## src/rtl/m68k_waitgen_if.sv

```systemverilog
// Bus-side signals between the 68000 cycle, m68kdecoder selects and the
// wait-state generator.
interface m68k_waitgen_if;
    logic       as_n;
    logic       uds_n;
    logic       lds_n;
    logic       rw;
    logic [3:0] cs;
    logic [3:0] rdy;
    logic       dtack_trig;
    logic       berr_req;
    logic       per_rd_n;
    logic       per_wr_n;
    logic       busy;

    modport master (
        output as_n, uds_n, lds_n, rw, cs, rdy,
        input  dtack_trig, berr_req, per_rd_n, per_wr_n, busy
    );

    modport slave (
        input  as_n, uds_n, lds_n, rw, cs, rdy,
        output dtack_trig, berr_req, per_rd_n, per_wr_n, busy
    );
endinterface

```

## src/rtl/m68k_waitgen.sv

```systemverilog
// Per-chip-select wait-state counter with optional ready hold-off, driving
// dtack_trig / berr_req back to the decoder and strobes to the peripheral.
module m68k_waitgen #(
    parameter int unsigned WAIT0    = 2,
    parameter int unsigned WAIT1    = 4,
    parameter int unsigned WAIT2    = 8,
    parameter int unsigned WAIT3    = 15,
    parameter logic [3:0]  RDY_MASK = 4'b0000,
    parameter int unsigned TIMEOUT  = 255
) (
    input logic            clk50,
    input logic            reset,
    m68k_waitgen_if.slave  bus
);
    localparam int unsigned CNT_W = 4;
    localparam int unsigned TMO_W = 8;
    localparam logic [TMO_W-1:0] TMO_LIM = TMO_W'(TIMEOUT);

    typedef enum logic [2:0] {
        ST_IDLE, ST_WAIT, ST_READY, ST_ACK, ST_BERR, ST_DONE
    } state_t;

    state_t           r_state, w_state_nxt;
    logic [1:0]       r_as_sync, r_ds_sync, r_prime;
    logic [3:0]       r_rdy_s0, r_rdy_s1;
    logic [CNT_W-1:0] r_cnt, w_cnt_nxt;
    logic [TMO_W-1:0] r_tmo, w_tmo_nxt, w_tmo_inc;
    logic [1:0]       r_sel, w_sel_nxt, w_cs_idx;
    logic             r_rw_l, w_rw_nxt;
    logic             r_armed, w_armed_nxt;
    logic             r_dtack, r_berr, r_rd_n, r_wr_n, r_busy;
    logic             w_as_n, w_ds_n, w_cs_one, w_active;
    logic [3:0]       w_cs_low;
    logic [CNT_W-1:0] w_wait_ld;

    assign w_as_n    = r_as_sync[1];
    assign w_ds_n    = r_ds_sync[1];
    assign w_cs_low  = ~bus.cs;
    assign w_tmo_inc = r_tmo + TMO_W'(1);

    // Decode which single select is active and its wait count.
    always_comb begin
        w_cs_one = 1'b1;
        w_cs_idx = 2'd0;
        case (w_cs_low)
            4'b0001: w_cs_idx = 2'd0;
            4'b0010: w_cs_idx = 2'd1;
            4'b0100: w_cs_idx = 2'd2;
            4'b1000: w_cs_idx = 2'd3;
            default: w_cs_one = 1'b0;
        endcase
        case (w_cs_idx)
            2'd0:    w_wait_ld = CNT_W'(WAIT0);
            2'd1:    w_wait_ld = CNT_W'(WAIT1);
            2'd2:    w_wait_ld = CNT_W'(WAIT2);
            default: w_wait_ld = CNT_W'(WAIT3);
        endcase
    end

    // Synchronisers; r_prime marks when the as_n chain holds real samples so
    // the reset value of the sync flops cannot arm a cycle inside a held AS.
    always_ff @(posedge clk50 or posedge reset) begin
        if (reset) begin
            r_as_sync <= 2'b11;
            r_ds_sync <= 2'b11;
            r_rdy_s0  <= 4'b0000;
            r_rdy_s1  <= 4'b0000;
            r_prime   <= 2'b00;
        end else begin
            r_as_sync <= {r_as_sync[0], bus.as_n};
            r_ds_sync <= {r_ds_sync[0], bus.uds_n & bus.lds_n};
            r_rdy_s0  <= bus.rdy;
            r_rdy_s1  <= r_rdy_s0;
            r_prime   <= {r_prime[0], 1'b1};
        end
    end

    always_ff @(posedge clk50 or posedge reset) begin
        if (reset) r_state <= ST_IDLE;
        else       r_state <= w_state_nxt;
    end

    always_comb begin
        w_state_nxt = r_state;
        w_cnt_nxt   = r_cnt;
        w_tmo_nxt   = r_tmo;
        w_sel_nxt   = r_sel;
        w_rw_nxt    = r_rw_l;
        w_armed_nxt = r_armed | (r_prime[1] & w_as_n);
        case (r_state)
            ST_IDLE: begin
                if (r_armed && !w_as_n && !w_ds_n && (w_cs_low != 4'b0000)) begin
                    w_armed_nxt = 1'b0;
                    if (w_cs_one) begin
                        w_state_nxt = ST_WAIT;
                        w_sel_nxt   = w_cs_idx;
                        w_rw_nxt    = bus.rw;
                        w_cnt_nxt   = w_wait_ld;
                    end else begin
                        w_state_nxt = ST_BERR;
                    end
                end
            end
            ST_WAIT: begin
                if (w_as_n) begin
                    w_state_nxt = ST_DONE;
                end else if (r_cnt == '0) begin
                    if (RDY_MASK[r_sel]) begin
                        w_state_nxt = ST_READY;
                        w_tmo_nxt   = '0;
                    end else begin
                        w_state_nxt = ST_ACK;
                    end
                end else begin
                    w_cnt_nxt = r_cnt - CNT_W'(1);
                end
            end
            ST_READY: begin
                if (w_as_n) begin
                    w_state_nxt = ST_DONE;
                end else if (r_rdy_s1[r_sel]) begin
                    w_state_nxt = ST_ACK;
                end else if (w_tmo_inc == TMO_LIM) begin
                    w_state_nxt = ST_BERR;
                    w_tmo_nxt   = TMO_LIM;
                end else begin
                    w_tmo_nxt = w_tmo_inc;
                end
            end
            ST_ACK, ST_BERR: begin
                if (w_as_n) w_state_nxt = ST_DONE;
            end
            ST_DONE: w_state_nxt = ST_IDLE;
            default: w_state_nxt = ST_IDLE;
        endcase
        w_active = (w_state_nxt == ST_WAIT) || (w_state_nxt == ST_READY) ||
                   (w_state_nxt == ST_ACK);
    end

    // Datapath and registered outputs follow the next state.
    always_ff @(posedge clk50 or posedge reset) begin
        if (reset) begin
            r_cnt   <= '0;
            r_tmo   <= '0;
            r_sel   <= 2'd0;
            r_rw_l  <= 1'b1;
            r_armed <= 1'b0;
            r_dtack <= 1'b0;
            r_berr  <= 1'b0;
            r_rd_n  <= 1'b1;
            r_wr_n  <= 1'b1;
            r_busy  <= 1'b0;
        end else begin
            r_cnt   <= w_cnt_nxt;
            r_tmo   <= w_tmo_nxt;
            r_sel   <= w_sel_nxt;
            r_rw_l  <= w_rw_nxt;
            r_armed <= w_armed_nxt;
            r_dtack <= (w_state_nxt == ST_ACK);
            r_berr  <= (w_state_nxt == ST_BERR);
            r_rd_n  <= !(w_active && w_rw_nxt);
            r_wr_n  <= !(w_active && !w_rw_nxt);
            r_busy  <= (w_state_nxt != ST_IDLE);
        end
    end

    assign bus.dtack_trig = r_dtack;
    assign bus.berr_req   = r_berr;
    assign bus.per_rd_n   = r_rd_n;
    assign bus.per_wr_n   = r_wr_n;
    assign bus.busy       = r_busy;
endmodule

```

## src/flat_wrapper.sv

```systemverilog
// flat-port wrapper written by rule: the top's interface ports become plain ports
module m68k_waitgen_flat 
#(
    parameter int unsigned WAIT0    = 2,
    parameter int unsigned WAIT1    = 4,
    parameter int unsigned WAIT2    = 8,
    parameter int unsigned WAIT3    = 15,
    parameter logic [3:0]  RDY_MASK = 4'b0000,
    parameter int unsigned TIMEOUT  = 255
)
  (clk50, reset, bus_as_n, bus_uds_n, bus_lds_n, bus_rw, bus_cs, bus_rdy, bus_dtack_trig, bus_berr_req, bus_per_rd_n, bus_per_wr_n, bus_busy);
  m68k_waitgen_if bus_i ();
  input logic clk50;
  input logic reset;
  input wire logic [$bits(bus_i.as_n)-1:0] bus_as_n;
  input wire logic [$bits(bus_i.uds_n)-1:0] bus_uds_n;
  input wire logic [$bits(bus_i.lds_n)-1:0] bus_lds_n;
  input wire logic [$bits(bus_i.rw)-1:0] bus_rw;
  input wire logic [$bits(bus_i.cs)-1:0] bus_cs;
  input wire logic [$bits(bus_i.rdy)-1:0] bus_rdy;
  output wire logic [$bits(bus_i.dtack_trig)-1:0] bus_dtack_trig;
  output wire logic [$bits(bus_i.berr_req)-1:0] bus_berr_req;
  output wire logic [$bits(bus_i.per_rd_n)-1:0] bus_per_rd_n;
  output wire logic [$bits(bus_i.per_wr_n)-1:0] bus_per_wr_n;
  output wire logic [$bits(bus_i.busy)-1:0] bus_busy;
  assign bus_i.as_n = bus_as_n;
  assign bus_i.uds_n = bus_uds_n;
  assign bus_i.lds_n = bus_lds_n;
  assign bus_i.rw = bus_rw;
  assign bus_i.cs = bus_cs;
  assign bus_i.rdy = bus_rdy;
  assign bus_dtack_trig = bus_i.dtack_trig;
  assign bus_berr_req = bus_i.berr_req;
  assign bus_per_rd_n = bus_i.per_rd_n;
  assign bus_per_wr_n = bus_i.per_wr_n;
  assign bus_busy = bus_i.busy;
  m68k_waitgen #(.WAIT0(WAIT0), .WAIT1(WAIT1), .WAIT2(WAIT2), .WAIT3(WAIT3), .RDY_MASK(RDY_MASK), .TIMEOUT(TIMEOUT)) u_core (.clk50(clk50), .reset(reset), .bus(bus_i));
endmodule
```

## config.mk

```make
export PLATFORM = sky130hd
export DESIGN_NAME = m68k_waitgen_flat
export DESIGN_NICKNAME = d
export VERILOG_FILES = /design/src/rtl/m68k_waitgen_if.sv /design/src/rtl/m68k_waitgen.sv /design/src/flat_wrapper.sv
export SDC_FILE = /design/constraint.sdc
export NUM_CORES = 1
export LEC_CHECK = 0
export CAP_MARGIN = 10
export CORE_UTILIZATION = 50
export CTS_CLUSTER_SIZE = 20
export DETAILED_ROUTE_END_ITERATION = 6
export PLACE_DENSITY = 0.8
export SETUP_SLACK_MARGIN = 0.4
export SLEW_MARGIN = 40
export SYNTH_ARGS = -nofsm -noshare
export SYNTH_HDL_FRONTEND = slang
export SYNTH_SLANG_ARGS = --single-unit
```

## constraint.sdc

```tcl
create_clock -name clk50 -period 2.1 [get_ports clk50]
set_clock_uncertainty 0.1 [all_clocks]
set_input_delay 0.315 -clock clk50 [delete_from_list [all_inputs] [get_ports clk50]]
set_output_delay 0.315 -clock clk50 [all_outputs]
set_load 0.05 [all_outputs]
```

# Word-level counts from Yosys, hierarchy flattened

Cells that the tools add are included.

Bits in registers: 38
Output and inout port bits: 5
Logic and storage cells: 104

$lt $le $gt $ge: 1
Add/sub/neg operators: 2
Reduce and logical (&&, ||, !) cells: 24
Equal/unequal tests: 23
Bitwise operators: 4
Muxes and demuxes: 34

Operator list:

| operator                                                                | count |
|---|---|
| 8-bit 2-to-1 mux                                                        | 6 |
| 3-bit 2-to-1 mux                                                        | 8 |
| 4-bit 2-to-1 mux                                                        | 4 |
| 8-bit case mux with 2 select lines                                      | 1 |
| 3-bit by 2-bit equality test with 1-bit output, second input constant   | 4 |
| 3-bit case mux with 4 select lines                                      | 1 |
| 4-bit case mux with 3 select lines                                      | 1 |
| 1-bit 2-to-1 mux                                                        | 9 |
| 8-bit by 1-bit adder with 8-bit output, second input constant           | 1 |
| 8-bit equality test, second input constant                              | 1 |
| 2-bit by 1-bit inequality test with 1-bit output, second input constant | 4 |
| 2-bit inequality test, second input constant                            | 4 |
| 4-bit case mux with 2 select lines                                      | 1 |
| 3-bit by 1-bit equality test with 1-bit output, second input constant   | 2 |
| 3-bit equality test, second input constant                              | 2 |
| 2-bit case mux with 3 select lines                                      | 1 |
| 6-bit AND reduction                                                     | 1 |
| 1-bit logical AND                                                       | 5 |
| 1-bit zero test                                                         | 5 |
| 5-bit AND reduction                                                     | 1 |
| 1-bit binary-select mux with 2-bit select                               | 2 |
| 4-bit by 1-bit equality test with 1-bit output, second input constant   | 1 |
| 4-bit by 2-bit equality test with 1-bit output, second input constant   | 1 |
| 4-bit by 3-bit equality test with 1-bit output, second input constant   | 1 |
| other kinds (18)                                                        | 21 |

# Depth between registers and ports, before layout

Gate-level depths: netlist (run 1).

Depth after elaboration: 12
Mapped depth: 7
Depth with buffers taken out: 7

# Least setup slack after synthesis (run 1)

OpenSTA, ideal clock, no wires.

Path type: flip-flop to flip-flop
Start point: register u_core.r_as_sync[1]
End point: register u_core.r_busy, in the netlist u_core.bus.busy
Buffers on the path: 1
Data arrival time: 1.748 ns
Path slack: 0.120 ns
Setup time: 0.132 ns
Stages on the path, launching flop included: 7
Clock period less this slack: 1.980 ns
Cells stage by stage: dfstp_2 -> nor2_1 -> and4b_1 -> clkbuf_1 -> a311o_1 -> a31oi_2 -> or3b_1

Longest elaborated chain between the ends: 7
Elaborated cells between the ends (all ways): 10
Those cells by class: mux (5); reduce/logical (5)

RTL lines:

| item                                 | line                | RTL |
|---|---|---|
| start: declaration                   | m68k_waitgen.sv:24  | `logic [1:0] r_as_sync, r_ds_sync, r_prime;` |
| start signal: assignment             | m68k_waitgen.sv:70  | `r_as_sync <= {r_as_sync[0], bus.as_n};` |
| 1-bit zero test                      | m68k_waitgen.sv:92  | `if (r_armed && !w_as_n && !w_ds_n && (w_cs_low != 4'b0000)) begin` |
| 1-bit logical AND (3 in series)      | m68k_waitgen.sv:92  |  |
| 3-bit 2-to-1 mux                     | m68k_waitgen.sv:92  |  |
| 3-bit case mux with 4 select lines * | m68k_waitgen.sv:90  | `case (r_state)` |
| 3-bit nonzero test *                 | m68k_waitgen.sv:163 | `r_busy <= (w_state_nxt != ST_IDLE);` |
| end signal: assignment               | m68k_waitgen.sv:163 |  |
| end: declaration                     | m68k_waitgen.sv:31  | `logic r_dtack, r_berr, r_rd_n, r_wr_n, r_busy;` |

Every way passes the cells marked *; elsewhere a longest branch is shown, timed or not.
A chain may end at the register's enable or synchronous reset.

# Worst setup path after layout (run 1)

Start point: register u_core.r_sel[0]
End point: register u_core.r_busy, in the netlist u_core.bus.busy

Longest elaborated chain between the ends: 7
Elaborated cells between the ends (all ways): 11
Those cells by class: mux (10); reduce/logical (1)

RTL lines:

| item                                      | line                | RTL |
|---|---|---|
| start: declaration                        | m68k_waitgen.sv:28  | `logic [1:0] r_sel, w_sel_nxt, w_cs_idx;` |
| start signal: assignment                  | m68k_waitgen.sv:156 | `r_sel <= w_sel_nxt;` |
| 1-bit binary-select mux with 2-bit select | m68k_waitgen.sv:108 | `if (RDY_MASK[r_sel]) begin` |
| 1-bit 2-to-1 mux (not written as such)    | m68k_waitgen.sv:108 |  |
| 1-bit 2-to-1 mux                          | m68k_waitgen.sv:108 |  |
| 3-bit 2-to-1 mux                          | m68k_waitgen.sv:107 | `end else if (r_cnt == '0) begin` |
| 3-bit 2-to-1 mux                          | m68k_waitgen.sv:105 | `if (w_as_n) begin` |
| 3-bit case mux with 4 select lines *      | m68k_waitgen.sv:90  |  |
| named net u_core.w_state_nxt[0]           | m68k_waitgen.sv:23  | `state_t r_state, w_state_nxt;` |
| 3-bit nonzero test *                      | m68k_waitgen.sv:163 |  |

The timed path passes the listed nets; every way through them passes the cells marked *. The select of a mux whose other input is x is not followed.

==> flow_summary.rst, run 1 <==
.. list-table::
   :header-rows: 1

   * - Metric
     - Value
   * - CTS hold repair buffers
     - 0
   * - Worst EP arrival
     - 2000 ps
   * - Part of the Yosys area used for sequential elements
     - 0.544
   * - Top Family by Delay on Critical Path
     - multiplexers
   * - Stage delay of the slowest cell on the critical path
     - 600 ps
   * - Total half-perimeter wirelength after legalization and detailed placement
     - 2.49 mm
   * - Leading cell types by total area after synthesis
     - dfrtp_1 44%, dfstp_2 10%, xnor2_1 3.0%
   * - Layout area overhead
     - 38.0%
   * - IR Drop Worst-Case VDD
     - 550 µV
   * - Die span in y
     - 61.4 µm
   * - Origin of the worst min-delay path
     - u_core.r_prime[0]
   * - Power density normalized to cell area
     - 1040 mW/mm²
   * - Final-stage net count
     - 231
   * - Port Buffer Count
     - 18
   * - Required arrival time at the worst endpoint
     - 2240 ps
   * - Post-place instance area
     - 0.00209 mm²
   * - Unrepaired setup endpoints after global routing
     - true
   * - Max Root-Sink Buffers
     - 2
   * - Final setup TNS
     - 0 ps
   * - Via count
     - 1402
   * - Synth Warn #
     - 0
   * - Period utilization
     - 0.887
   * - Post-placement setup slack
     - -117 ps
   * - Startpoint type of the worst setup path
     - register
   * - Gp weighted congestion
     - 0.805
   * - Maximum number of pins on one net before global-route repair
     - 39
   * - Number of nets still failing antenna checks after routing
     - 0
   * - Synth Area per Inst
     - 11.0 µm²
   * - Antenna violations before repair
     - 0
   * - Worst path cell trace
     - mux4_2 > a21oi_2 > o211ai_1 > or3b_1
   * - Number of remaining DRC errors
     - 0
   * - Number of synthesized flops with an enable pin
     - 0
   * - Total Routing Usage GR
     - 0.225
   * - Final WS setup
     - 237 ps
   * - Endpoint type of the worst setup path
     - register
   * - Number of violations of the max-capacitance limit
     - 0
   * - Critical Path Fanout Max
     - 5
   * - Core Footprint
     - 0.00336 mm²
   * - #FFs+latches synth
     - 38
   * - Worst-Skew Late Latency
     - 350 ps
   * - Outcome
     - finished, final reports clean
   * - Kind of critical path
     - reg -> reg
   * - # clock sinks
     - 38
   * - Level count of the clock H-tree
     - 2
   * - Commonest cells after routing, fill and taps aside
     - 29 x buf_4, 28 x dfrtp_1, 10 x clkdlybuf4s50_1
   * - Via count of the first global-routing pass
     - 1401
   * - Top cell type's share of synthesized area
     - 0.440
   * - Grt total ovfl
     - 0
   * - Most common cell after layout, fill and taps aside
     - buf_4
   * - Number of pins exceeding their max-slew limit in the final report
     - 0
   * - Fin crit period
     - 1860 ps
   * - Non-Filler Cell Area, Final
     - 0.00243 mm²
   * - Count of final setup violators
     - 0
   * - Final routed wirelength across all metal layers
     - 3.92 mm
   * - Slowest CP cell
     - mux4_2
   * - I/O pin total
     - 19
   * - Netlist Area Pre-Place
     - 0.00176 mm²
   * - Clock buffer count from CTS
     - 5
   * - Dominant cell type by area after synthesis
     - dfrtp_1
   * - Vias per inst
     - 5.39
   * - Final hold violation count
     - 0
   * - Leak Pwr
     - 1.08 nW
   * - Main flop type after synthesis
     - dfrtp_1
   * - Number of antenna diodes
     - 0
   * - Buf/Inv on CP
     - 0
   * - WL per Instance
     - 15.1 µm
   * - Overall power of the completed layout
     - 2.53 mW
   * - Post-CTS clock slew at the launch and capture registers of the worst setup and hold paths
     - 110 ps
   * - Share of synthesized flip-flops with an asynchronous set or reset
     - 1.00
   * - Die area
     - 0.00377 mm²
   * - CTS tree
     - done
   * - Root buffer cell
     - clkbuf_4
   * - Gate Count Post-Synth
     - 160
   * - Net count of the mapped netlist
     - 178
   * - Share of layout cells above drive strength 1
     - 0.388
   * - Unique masters post-synth
     - 48
   * - Number of DRC markers after the initial detailed-route iteration
     - 67
   * - Startpoint of the lowest-slack register-to-register path
     - u_core.r_sel[0]
   * - Fill cell count
     - 256
   * - CP startpoint
     - u_core.r_sel[0]
   * - Achievable clock frequency
     - 537 MHz
   * - Global-route wire length before repair
     - 5.95 mm
   * - Drt pass-1 iters
     - 4
   * - Effective utilization at floorplan
     - 0.525
   * - Final design utilization
     - 0.724
   * - Die Width
     - 61.4 µm
   * - Row cnt
     - 21
   * - Class of the most critical hold timing path
     - reg -> reg
report_power, final:
part	switching, mW	total (mW)	internal, mW
Clock	0.222	0.387	0.165
Combinational	0.565	1.11	0.540
Sequential	0.139	1.04	0.902
synth_stat cells (6+ instances only):
cell type and instances:
a21oi_1 9, dfrtp_1 31, dfstp_2 7, inv_1 10, nand2_1 8, nand3_1 6
nor2_1 8, o21ai_0 7, xnor2_1 6
final cells by class:
type	instances	area (µm²)	share of cell area
multi-input cells	106	871	0.358
inverters	10	37.5	0.0154
flip-flops and latches	38	963	0.396
well taps	46	57.6	0.0236
repair buffers	52	447	0.183
clock buffers	8	58.8	0.0242
per-stage QoR:
step                hold WS (ps)  std cells
floorplan                    219        160
global placement             232        234
detailed placement           236        234
CTS                          252        257
global route                 263        260
finish                       248        260
timing repair:
action | 4_1_cts | 5_1_grt
buffers inserted | 15 | 3
resized for setup | 37 | 17
pin swaps | 17 | 5
hold endpoints to repair | 0 | 0
endpoints found under the setup margin | 25 | 23
routing by layer:
metal	up-vias	wire, µm	track usage
li1	664	-	-
met3	7	143	0.0504
met5	-	0	0
met1	697	1500	0.239
met4	0	68	0.0921
met2	34	2200	0.427
worst reg2reg max path, delay by kind of cell, from the launching register on:
kind	cells	cell delay [ps]
flops	1	390
mux	1	600
compound gates	2	290
simple gates	1	380
logic make-up (layout without fill, tap and decap cells):
kind of cell | after synthesis | count (layout) | share of synthesized area
simple gates | 53 | 53 | 0.172
flops | 38 | 38 | 0.544
compound gates | 34 | 34 | 0.133
buf+inv | 16 | 70 | 0.0404
xor+xnor | 10 | 10 | 0.0496
fa+ha+maj | 5 | 5 | 0.0340
mux | 3 | 3 | 0.0248
other cells | 1 | 1 | 0.00213
final timing paths:
kind | endpoint | slack [ps] | depth (start not counted)
max | u_core.bus.busy | 240 | 4
min | u_core.r_prime[1] | 250 | 0
max reg2reg | u_core.bus.busy | 240 | 4
min reg2reg | u_core.r_prime[1] | 250 | 0
max in group asynchronous | u_core.r_as_sync[1] | 1280 | 3
min in group asynchronous | u_core.r_state[2] | 270 | 3
sequential cells by signal, indices dropped and copies added (netlist names):
name                   cells
u_core.r_ds_sync           2
u_core.r_as_sync           2
u_core.r_rdy_s0            4
u_core.r_prime             2
u_core.bus.per_wr_n        1
u_core.bus.dtack_trig      1
u_core.r_rw_l              1
u_core.r_rdy_s1            4
u_core.r_state             3
u_core.r_tmo               8
u_core.r_cnt               4
u_core.bus.busy            1
u_core.bus.berr_req        1
u_core.r_sel               2
u_core.r_armed             1
u_core.bus.per_rd_n        1
(Power assumes the default switching activity.)
==> run 2, diff against run 1 <==
--- a/config.mk
+++ b/config.mk
@@ -5,6 +5,7 @@
 export SDC_FILE = /design/constraint.sdc
 export NUM_CORES = 1
 export LEC_CHECK = 0
+export ABC_AREA = 0
 export CAP_MARGIN = 10
 export CORE_UTILIZATION = 50
 export CTS_CLUSTER_SIZE = 20
==> results of run 2 <==
The final DEF is identical to that of run 1; final timing and power are the same.
